### src/rtl/jedro_1_csr_pkg.sv
`default_nettype none
// ============================================================================
// Module   : jedro_1_csr_pkg
// Brief    : Shared definitions for the jedro_1 machine-mode CSR / trap unit:
//            CSR addresses, access opcodes, trap sequencer states, cause codes.
// Revision : 1.0 - initial release
// ============================================================================
package jedro_1_csr_pkg;

    // Machine trap-setup / trap-handling CSRs
    localparam logic [11:0] CSR_MTVEC     = 12'h305;
    localparam logic [11:0] CSR_MSCRATCH  = 12'h340;
    localparam logic [11:0] CSR_MEPC      = 12'h341;
    localparam logic [11:0] CSR_MCAUSE    = 12'h342;
    localparam logic [11:0] CSR_MTVAL     = 12'h343;

    // Machine counters (writable) and their user read-only shadows
    localparam logic [11:0] CSR_MCYCLE    = 12'hB00;
    localparam logic [11:0] CSR_MCYCLEH   = 12'hB80;
    localparam logic [11:0] CSR_MINSTRET  = 12'hB02;
    localparam logic [11:0] CSR_MINSTRETH = 12'hB82;
    localparam logic [11:0] CSR_CYCLE     = 12'hC00;
    localparam logic [11:0] CSR_CYCLEH    = 12'hC80;
    localparam logic [11:0] CSR_INSTRET   = 12'hC02;
    localparam logic [11:0] CSR_INSTRETH  = 12'hC82;

    // mcause codes raised by this unit
    localparam logic [31:0] CAUSE_ILLEGAL_INSTR = 32'd2;

    typedef enum logic [1:0] {
        CSR_OP_NONE = 2'b00,
        CSR_OP_RW   = 2'b01,
        CSR_OP_RS   = 2'b10,
        CSR_OP_RC   = 2'b11
    } csr_op_e;

    typedef enum logic [1:0] {
        TRAP_IDLE     = 2'b00,
        TRAP_SAVE     = 2'b01,
        TRAP_REDIRECT = 2'b10,
        TRAP_RETURN   = 2'b11
    } trap_state_e;

    // New CSR value for a read-modify-write access; a no-op keeps the old value
    function automatic logic [31:0] csr_apply_op(input csr_op_e     op,
                                                 input logic [31:0] old_val,
                                                 input logic [31:0] operand);
        logic [31:0] result;
        case (op)
            CSR_OP_RW: result = operand;
            CSR_OP_RS: result = old_val | operand;
            CSR_OP_RC: result = old_val & ~operand;
            default:   result = old_val;
        endcase
        return result;
    endfunction

endpackage
`default_nettype wire

### src/rtl/jedro_1_csr_counter.sv
`default_nettype none
// ============================================================================
// Module   : jedro_1_csr_counter
// Brief    : 64-bit free-running counter with independent 32-bit half writes.
//            A write to either half suppresses the increment for that cycle.
// Revision : 1.0 - initial release
// ============================================================================
module jedro_1_csr_counter (
    input  logic        clk_i,
    input  logic        rst_i,
    input  logic        inc_i,
    input  logic        wr_lo_i,
    input  logic        wr_hi_i,
    input  logic [31:0] wdata_i,
    output logic [63:0] value_o
);

    logic [63:0] cnt_q;
    logic [63:0] cnt_d;

    // Next count: half writes win over increment; increment wraps naturally
    always_comb begin
        cnt_d = cnt_q;
        if (wr_lo_i || wr_hi_i) begin
            if (wr_lo_i) cnt_d[31:0]  = wdata_i;
            if (wr_hi_i) cnt_d[63:32] = wdata_i;
        end else if (inc_i) begin
            cnt_d = cnt_q + 64'd1;
        end
    end

    // Counter register
    always_ff @(posedge clk_i or posedge rst_i) begin
        if (rst_i) cnt_q <= '0;
        else       cnt_q <= cnt_d;
    end

    assign value_o = cnt_q;

endmodule
`default_nettype wire

### src/rtl/jedro_1_csr_trap_unit.sv
`default_nettype none
// ============================================================================
// Module   : jedro_1_csr_trap_unit
// Brief    : Machine-mode CSR file and trap sequencer for the jedro_1 core.
//            Executes CSRRW/RS/RC, raises illegal-instruction traps for bad
//            accesses, sequences trap entry (save -> redirect to mtvec) and
//            MRET return (redirect to mepc).
//            Optional: define JEDRO_1_CSR_COUNTERS_EN to add the 64-bit
//            mcycle/minstret counters and their cycle/instret shadows.
// Revision : 1.0 - initial release
// ============================================================================
module jedro_1_csr_trap_unit
    import jedro_1_csr_pkg::*;
#(
    parameter int          DATA_WIDTH  = 32,
    parameter int          NUM_SCRATCH = 1,
    parameter logic [31:0] MTVEC_RESET = 32'h0,
    parameter int          NUM_CAUSES  = 16
) (
    input  logic                  clk_i,
    input  logic                  rst_i,
    input  logic                  csr_valid_i,
    input  logic [1:0]            csr_op_i,
    input  logic [11:0]           csr_addr_i,
    input  logic [DATA_WIDTH-1:0] csr_wdata_i,
    input  logic                  csr_write_i,
    output logic [DATA_WIDTH-1:0] csr_rdata_o,
    output logic                  csr_done_o,
    output logic                  illegal_csr_o,
    input  logic                  exc_req_i,
    input  logic [3:0]            exc_cause_i,
    input  logic [31:0]           exc_pc_i,
    input  logic [31:0]           exc_tval_i,
    input  logic                  mret_i,
    input  logic                  instret_i,
    output logic                  busy_o,
    output logic                  redirect_o,
    output logic [31:0]           redirect_pc_o
);

    localparam logic [31:0] NUM_CAUSES_W = 32'(NUM_CAUSES);

    generate
        if (DATA_WIDTH != 32) begin : g_bad_data_width
            $error("jedro_1_csr_trap_unit: only DATA_WIDTH=32 is supported");
        end
        if (NUM_SCRATCH < 1 || NUM_SCRATCH > 4) begin : g_bad_num_scratch
            $error("jedro_1_csr_trap_unit: NUM_SCRATCH must be 1..4");
        end
    endgenerate

    // ------------------------------------------------------------------
    // State
    // ------------------------------------------------------------------
    trap_state_e state_q, state_d;
    logic [31:0] mtvec_q, mtvec_d;
    logic [31:0] mepc_q, mepc_d;
    logic [31:0] mcause_q, mcause_d;
    logic [31:0] mtval_q, mtval_d;
    logic [31:0] scratch_q [NUM_SCRATCH];
    logic [31:0] scratch_d [NUM_SCRATCH];
    logic        csr_done_q, csr_done_d;
    logic        illegal_q, illegal_d;
    logic [31:0] rdata_q, rdata_d;

    // ------------------------------------------------------------------
    // Address decode
    // ------------------------------------------------------------------
    logic                   csr_hit;
    logic [31:0]            csr_old;
    logic                   sel_mtvec, sel_mepc, sel_mcause, sel_mtval;
    logic [NUM_SCRATCH-1:0] sel_scratch;
`ifdef JEDRO_1_CSR_COUNTERS_EN
    logic                   sel_mcycle, sel_mcycleh, sel_minstret, sel_minstreth;
    logic [63:0]            mcycle_val, minstret_val;
`endif

    // Decode the address into a hit flag, the current value and a write select.
    // Trap CSRs are matched before the scratch range, so with NUM_SCRATCH > 1
    // the fixed mepc/mcause/mtval addresses keep their meaning.
    always_comb begin
        csr_hit     = 1'b0;
        csr_old     = '0;
        sel_mtvec   = 1'b0;
        sel_mepc    = 1'b0;
        sel_mcause  = 1'b0;
        sel_mtval   = 1'b0;
        sel_scratch = '0;
`ifdef JEDRO_1_CSR_COUNTERS_EN
        sel_mcycle    = 1'b0;
        sel_mcycleh   = 1'b0;
        sel_minstret  = 1'b0;
        sel_minstreth = 1'b0;
`endif
        case (csr_addr_i)
            CSR_MTVEC:  begin csr_hit = 1'b1; sel_mtvec  = 1'b1; csr_old = mtvec_q;  end
            CSR_MEPC:   begin csr_hit = 1'b1; sel_mepc   = 1'b1; csr_old = mepc_q;   end
            CSR_MCAUSE: begin csr_hit = 1'b1; sel_mcause = 1'b1; csr_old = mcause_q; end
            CSR_MTVAL:  begin csr_hit = 1'b1; sel_mtval  = 1'b1; csr_old = mtval_q;  end
`ifdef JEDRO_1_CSR_COUNTERS_EN
            CSR_MCYCLE:    begin csr_hit = 1'b1; sel_mcycle    = 1'b1; csr_old = mcycle_val[31:0];    end
            CSR_MCYCLEH:   begin csr_hit = 1'b1; sel_mcycleh   = 1'b1; csr_old = mcycle_val[63:32];   end
            CSR_MINSTRET:  begin csr_hit = 1'b1; sel_minstret  = 1'b1; csr_old = minstret_val[31:0];  end
            CSR_MINSTRETH: begin csr_hit = 1'b1; sel_minstreth = 1'b1; csr_old = minstret_val[63:32]; end
            CSR_CYCLE:     begin csr_hit = 1'b1; csr_old = mcycle_val[31:0];    end
            CSR_CYCLEH:    begin csr_hit = 1'b1; csr_old = mcycle_val[63:32];   end
            CSR_INSTRET:   begin csr_hit = 1'b1; csr_old = minstret_val[31:0];  end
            CSR_INSTRETH:  begin csr_hit = 1'b1; csr_old = minstret_val[63:32]; end
`endif
            default: begin
                for (int i = 0; i < NUM_SCRATCH; i++) begin
                    if (csr_addr_i == CSR_MSCRATCH + 12'(i)) begin
                        csr_hit        = 1'b1;
                        sel_scratch[i] = 1'b1;
                        csr_old        = scratch_q[i];
                    end
                end
            end
        endcase
    end

    // ------------------------------------------------------------------
    // Event arbitration (only while IDLE): exc > illegal CSR > mret > CSR
    // ------------------------------------------------------------------
    csr_op_e     csr_op;
    logic        csr_wr, idle, csr_req, csr_bad;
    logic        take_exc, take_ill, take_mret, take_csr, csr_we;
    logic [31:0] csr_new, cause_ext;

    assign csr_op    = csr_op_e'(csr_op_i);
    assign csr_wr    = csr_write_i && (csr_op != CSR_OP_NONE);
    assign idle      = (state_q == TRAP_IDLE);
    assign csr_req   = idle && csr_valid_i;
    assign csr_bad   = csr_req && (!csr_hit || (csr_wr && (csr_addr_i[11:10] == 2'b11)));
    assign take_exc  = idle && exc_req_i;
    assign take_ill  = csr_bad && !exc_req_i;
    assign take_mret = idle && mret_i && !exc_req_i && !csr_bad;
    assign take_csr  = csr_req && !csr_bad && !exc_req_i && !mret_i;
    assign csr_we    = take_csr && csr_wr;
    assign csr_new   = csr_apply_op(csr_op, csr_old, csr_wdata_i);
    assign cause_ext = ({28'd0, exc_cause_i} >= NUM_CAUSES_W) ? 32'd0 : {28'd0, exc_cause_i};

    // Trap sequencer next-state
    always_comb begin
        state_d = state_q;
        case (state_q)
            TRAP_IDLE: begin
                if (take_exc || take_ill) state_d = TRAP_SAVE;
                else if (take_mret)       state_d = TRAP_RETURN;
            end
            TRAP_SAVE:     state_d = TRAP_REDIRECT;
            TRAP_REDIRECT: state_d = TRAP_IDLE;
            TRAP_RETURN:   state_d = TRAP_IDLE;
            default:       state_d = TRAP_IDLE;
        endcase
    end

    // CSR register updates: trap save on entry, otherwise legal CSR writes
    always_comb begin
        mtvec_d    = mtvec_q;
        mepc_d     = mepc_q;
        mcause_d   = mcause_q;
        mtval_d    = mtval_q;
        scratch_d  = scratch_q;
        csr_done_d = take_csr;
        illegal_d  = take_ill;
        rdata_d    = take_csr ? csr_old : 32'd0;
        if (take_exc || take_ill) begin
            mepc_d   = exc_pc_i & ~32'h3;
            mcause_d = take_exc ? cause_ext : CAUSE_ILLEGAL_INSTR;
            mtval_d  = take_exc ? exc_tval_i : 32'd0;
        end else if (csr_we) begin
            if (sel_mtvec)  mtvec_d  = {csr_new[31:2], 2'b00};
            if (sel_mepc)   mepc_d   = {csr_new[31:2], 2'b00};
            if (sel_mcause) mcause_d = csr_new;
            if (sel_mtval)  mtval_d  = csr_new;
            for (int i = 0; i < NUM_SCRATCH; i++) begin
                if (sel_scratch[i]) scratch_d[i] = csr_new;
            end
        end
    end

    // State and CSR registers; reset returns straight to IDLE
    always_ff @(posedge clk_i or posedge rst_i) begin
        if (rst_i) begin
            state_q    <= TRAP_IDLE;
            mtvec_q    <= MTVEC_RESET & ~32'h3;
            mepc_q     <= '0;
            mcause_q   <= '0;
            mtval_q    <= '0;
            for (int i = 0; i < NUM_SCRATCH; i++) scratch_q[i] <= '0;
            csr_done_q <= 1'b0;
            illegal_q  <= 1'b0;
            rdata_q    <= '0;
        end else begin
            state_q    <= state_d;
            mtvec_q    <= mtvec_d;
            mepc_q     <= mepc_d;
            mcause_q   <= mcause_d;
            mtval_q    <= mtval_d;
            scratch_q  <= scratch_d;
            csr_done_q <= csr_done_d;
            illegal_q  <= illegal_d;
            rdata_q    <= rdata_d;
        end
    end

    // ------------------------------------------------------------------
    // Optional counters
    // ------------------------------------------------------------------
`ifdef JEDRO_1_CSR_COUNTERS_EN
    jedro_1_csr_counter u_mcycle (
        .clk_i   (clk_i),
        .rst_i   (rst_i),
        .inc_i   (1'b1),
        .wr_lo_i (csr_we && sel_mcycle),
        .wr_hi_i (csr_we && sel_mcycleh),
        .wdata_i (csr_new),
        .value_o (mcycle_val)
    );

    jedro_1_csr_counter u_minstret (
        .clk_i   (clk_i),
        .rst_i   (rst_i),
        .inc_i   (instret_i),
        .wr_lo_i (csr_we && sel_minstret),
        .wr_hi_i (csr_we && sel_minstreth),
        .wdata_i (csr_new),
        .value_o (minstret_val)
    );
`else
    logic unused_instret;
    assign unused_instret = instret_i;
`endif

    // ------------------------------------------------------------------
    // Outputs
    // ------------------------------------------------------------------
    assign csr_rdata_o   = rdata_q;
    assign csr_done_o    = csr_done_q;
    assign illegal_csr_o = illegal_q;
    assign busy_o        = (state_q != TRAP_IDLE);
    assign redirect_o    = (state_q == TRAP_REDIRECT) || (state_q == TRAP_RETURN);
    assign redirect_pc_o = (state_q == TRAP_REDIRECT) ? mtvec_q :
                           (state_q == TRAP_RETURN)   ? mepc_q  : 32'd0;

endmodule
`default_nettype wire

### config.mk
export PLATFORM = sky130hd
export DESIGN_NAME = jedro_1_csr_trap_unit
export DESIGN_NICKNAME = d
export VERILOG_FILES = /design/src/rtl/jedro_1_csr_pkg.sv /design/src/rtl/jedro_1_csr_counter.sv /design/src/rtl/jedro_1_csr_trap_unit.sv
export SDC_FILE = /design/constraint.sdc
export NUM_CORES = 1
export LEC_CHECK = 0
export CAP_MARGIN = 20
export CORE_MARGIN = 8
export CORE_UTILIZATION = 45
export CTS_CLUSTER_DIAMETER = 120
export DETAILED_ROUTE_END_ITERATION = 16
export DONT_BUFFER_PORTS = 1
export GPL_TIMING_DRIVEN = 1
export MAX_ROUTING_LAYER = met4
export PLACE_DENSITY = 0.61
export SLEW_MARGIN = 20
export SYNTH_ARGS = -nofsm -noshare
export SYNTH_HDL_FRONTEND = slang
export SYNTH_SLANG_ARGS = --single-unit
### constraint.sdc
create_clock -name clk_i -period 10.29 [get_ports clk_i]
set_input_delay 1.5435 -clock clk_i [delete_from_list [all_inputs] [get_ports clk_i]]
set_output_delay 1.5435 -clock clk_i [all_outputs]
set_load 0.1 [all_outputs]
==> out/qor.csv <==
metric,value,unit
status,"complete, no violations",
wl_met3,2190,microns
arrival,2.79,ns
gp_congestion,0.814,
portBuffers,0,
synth_area,10300,sq um
grt.overflow.total,0,
skew,0.0142,ns
rrSetupSlack,6.61,ns
synth_edf_count,0,
tightest_slew,1.15,ns
hold_path_class,reg2reg,
p_leak,4.59,nW
dp.cells,1282,
yosysMostFrequentCell,dfrtp_1,
cts_hold_buf,0,
critical_path.cell_chain,buf_4 > mux2i_1 > nor2b_2,
grt_pass1_vias,8481,
yosysSeqAreaShare,46.6,%
clockRootBuffer,clkbuf_16,
r2r_cells,7,
die_area,28000,sq um
clk_pin_slew,0.07,ns
track_usage,25.0,%
routedWlPerCell,26.4,microns
max-vdd-ir-drop,0.000112,V
min_period,4.33,ns
final_nets,1139,
grt_max_degree,117,
critPathLaunchType,flip-flop,
fp.dieH,167,microns
synthTopCellsByArea,"dfrtp_1 (47%), nand2_1 (5.9%), mux2i_1 (5.6%)",
synth_common_cells,"dfrtp_1 (192), nand2_1 (162), o21ai_0 (98)",
antenna_found_initial,4,
slowest_delay,0.87,ns
first_pass_iters,5,
fp.dieW,167,microns
wl_met1,15300,microns
path_class,reg2out,
timing.rr.start,state_q[1],
dpl_cell_area,10500,sq um
row_count,55,
rsz0062_at_grt,no,
r2r-end,mepc_q[18],
synthCells,1074,
cts_tree,yes,
cts_buffers,17,
hpwl,22000,microns
ant_nets,0,
slew_viol_final,0,
multi_input_area,5160,sq um
crit_slowest_cell,nor2b_2,
cts_sinks,192,
maxCapViolations,0,
core_area,22600,sq um
synth_top_area_share,46.6,%
cp_data_required_time,8.75,ns
highest_layer,met4,
clock_latency,0.44,ns
fmax,231,MHz
cts_resized,0,
dr_total_vias,8387,
drt_iter0_drc,594,
drc,0,
post-cts-setup-buffer-count,0,
regArea,4810,sq um
fin_area,11200,sq um
boundaryPins,189,
ys_seq_elements,192,
hold_viol,0,
layout_setup_ws,5.96,ns
syn_avg_cell_area,9.59,sq um
timing.critical_path.from,state_q[0],
drt-total-wl,34800,microns
synth-async-reset-ratio,100,%
drive_gt1_share,12.9,%
crit_end,redirect_pc_o[26],
synth_cell_types,64,
power.density,228,nW/um^2
place_ws,5.58,ns
finalCritPeriodShare,42.1,%
worstSetupEndpointType,output pin,
drt-vias-per-instance,6.36,
fin_tns_setup,0,ns
n_fill_cell,2118,
synthFlopType,dfrtp_1,
syn_to_final_growth,8.26,%
grt_pass1_wl,52100,microns
yosys_warnings,0,
setup_viol,0,
initial_core_util,45.6,%
ctsHtreeMaxLevel,4,
slew_headroom,23.3,%
cts_buffer_depth,2,
synth_area_leader_cell,dfrtp_1,
path_max_fanout,20,
wl_met2,16500,microns
stdcell_count,1318,
## worst min path at each step
| stage | to | depth (start not counted) | start |
|---|---|---|---|
| floorplan | scratch_q[12] | 2 | scratch_q[12] |
| global placement | scratch_q[16] | 2 | scratch_q[16] |
| detailed placement | scratch_q[4] | 2 | scratch_q[4] |
| CTS | scratch_q[28] | 2 | scratch_q[28] |
| global route | scratch_q[22] | 2 | scratch_q[22] |
| finish | scratch_q[28] | 2 | scratch_q[28] |
## final cells by class
class	instances	share of cell area [%]
multi-input cells	780	46.3
flip-flops and latches	192	43.1
clock buffers	19	3.97
well taps	285	3.20
clock inverters	13	1.54
repair buffers	18	1.46
inverters	9	0.370
diodes	2	0.0449
## layout by cell type (no fill, tap or decap), types with 7 or more instances in the layout
cell type / count
a211oi_1: 10
a21oi_1: 48
a221o_1: 12
a221oi_1: 16
a22o_1: 8
a22oi_1: 8
and2_1: 11
and4_1: 10
buf_4: 16
clkbuf_16: 17
dfrtp_1: 190
inv_1: 8
mux2_2: 12
mux2i_1: 58
mux4_2: 15
nand2_1: 160
nand2b_1: 9
nand3_1: 43
nand4_1: 9
nor2_1: 58
nor2b_2: 30
o211ai_1: 31
o21a_1: 12
o21ai_0: 98
o2bb2ai_1: 9
o31ai_1: 7
xnor2_1: 23
## stage by stage
step / utilization, % / power, mW / hold WS [ns]
2_1_floorplan: - / 1.65 / 0.445
3_3_place_gp: 46.5 / 1.83 / 0.457
3_5_place_dp: 46.5 / 1.84 / 0.469
4_1_cts: 49.2 / 2.55 / 0.486
5_1_grt: 49.4 / 2.66 / 0.508
6_report: 49.4 / 2.54 / 0.482
## kinds of logic after synthesis
kind of cell	Yosys count	synth area share (%)
xor+xnor	23	1.96
simple gates	368	17.2
flops	192	46.6
other cells	1	0.0364
mux	87	10.4
compound gates	300	19.3
buf+inv	103	4.43
## power breakdown
part           internal (mW)  leakage (nW)  switching, mW
Sequential             0.886          2.57          0.127
Combinational          0.277          1.72          0.539
Clock                  0.395         0.301          0.319
Total                   1.56          4.59          0.985
## routing by layer
layer,track usage [%],up-vias
met2,39.1,310
met5,-,-
met3,4.94,58
met1,32.3,4246
li1,-,3773
met4,8.04,0
## worst max-delay path, delay by kind of cell, from the launching register on
| kind | cells | cell delay [ns] |
|---|---|---|
| AND/OR/NAND/NOR | 1 | 0.87 |
| buffers and inverters | 1 | 0.52 |
| multiplexers | 1 | 0.24 |
| flip-flops | 1 | 0.69 |
## sequential cells by signal, summed over array words and instances, names as in the netlist
signal	cells
mtvec_q	30
csr_rdata_o	32
state_q	2
mtval_q	32
scratch_q	32
mepc_q	30
csr_done_o	1
mcause_q	32
illegal_csr_o	1
Note: power is estimated with default switching activity, not from simulation.
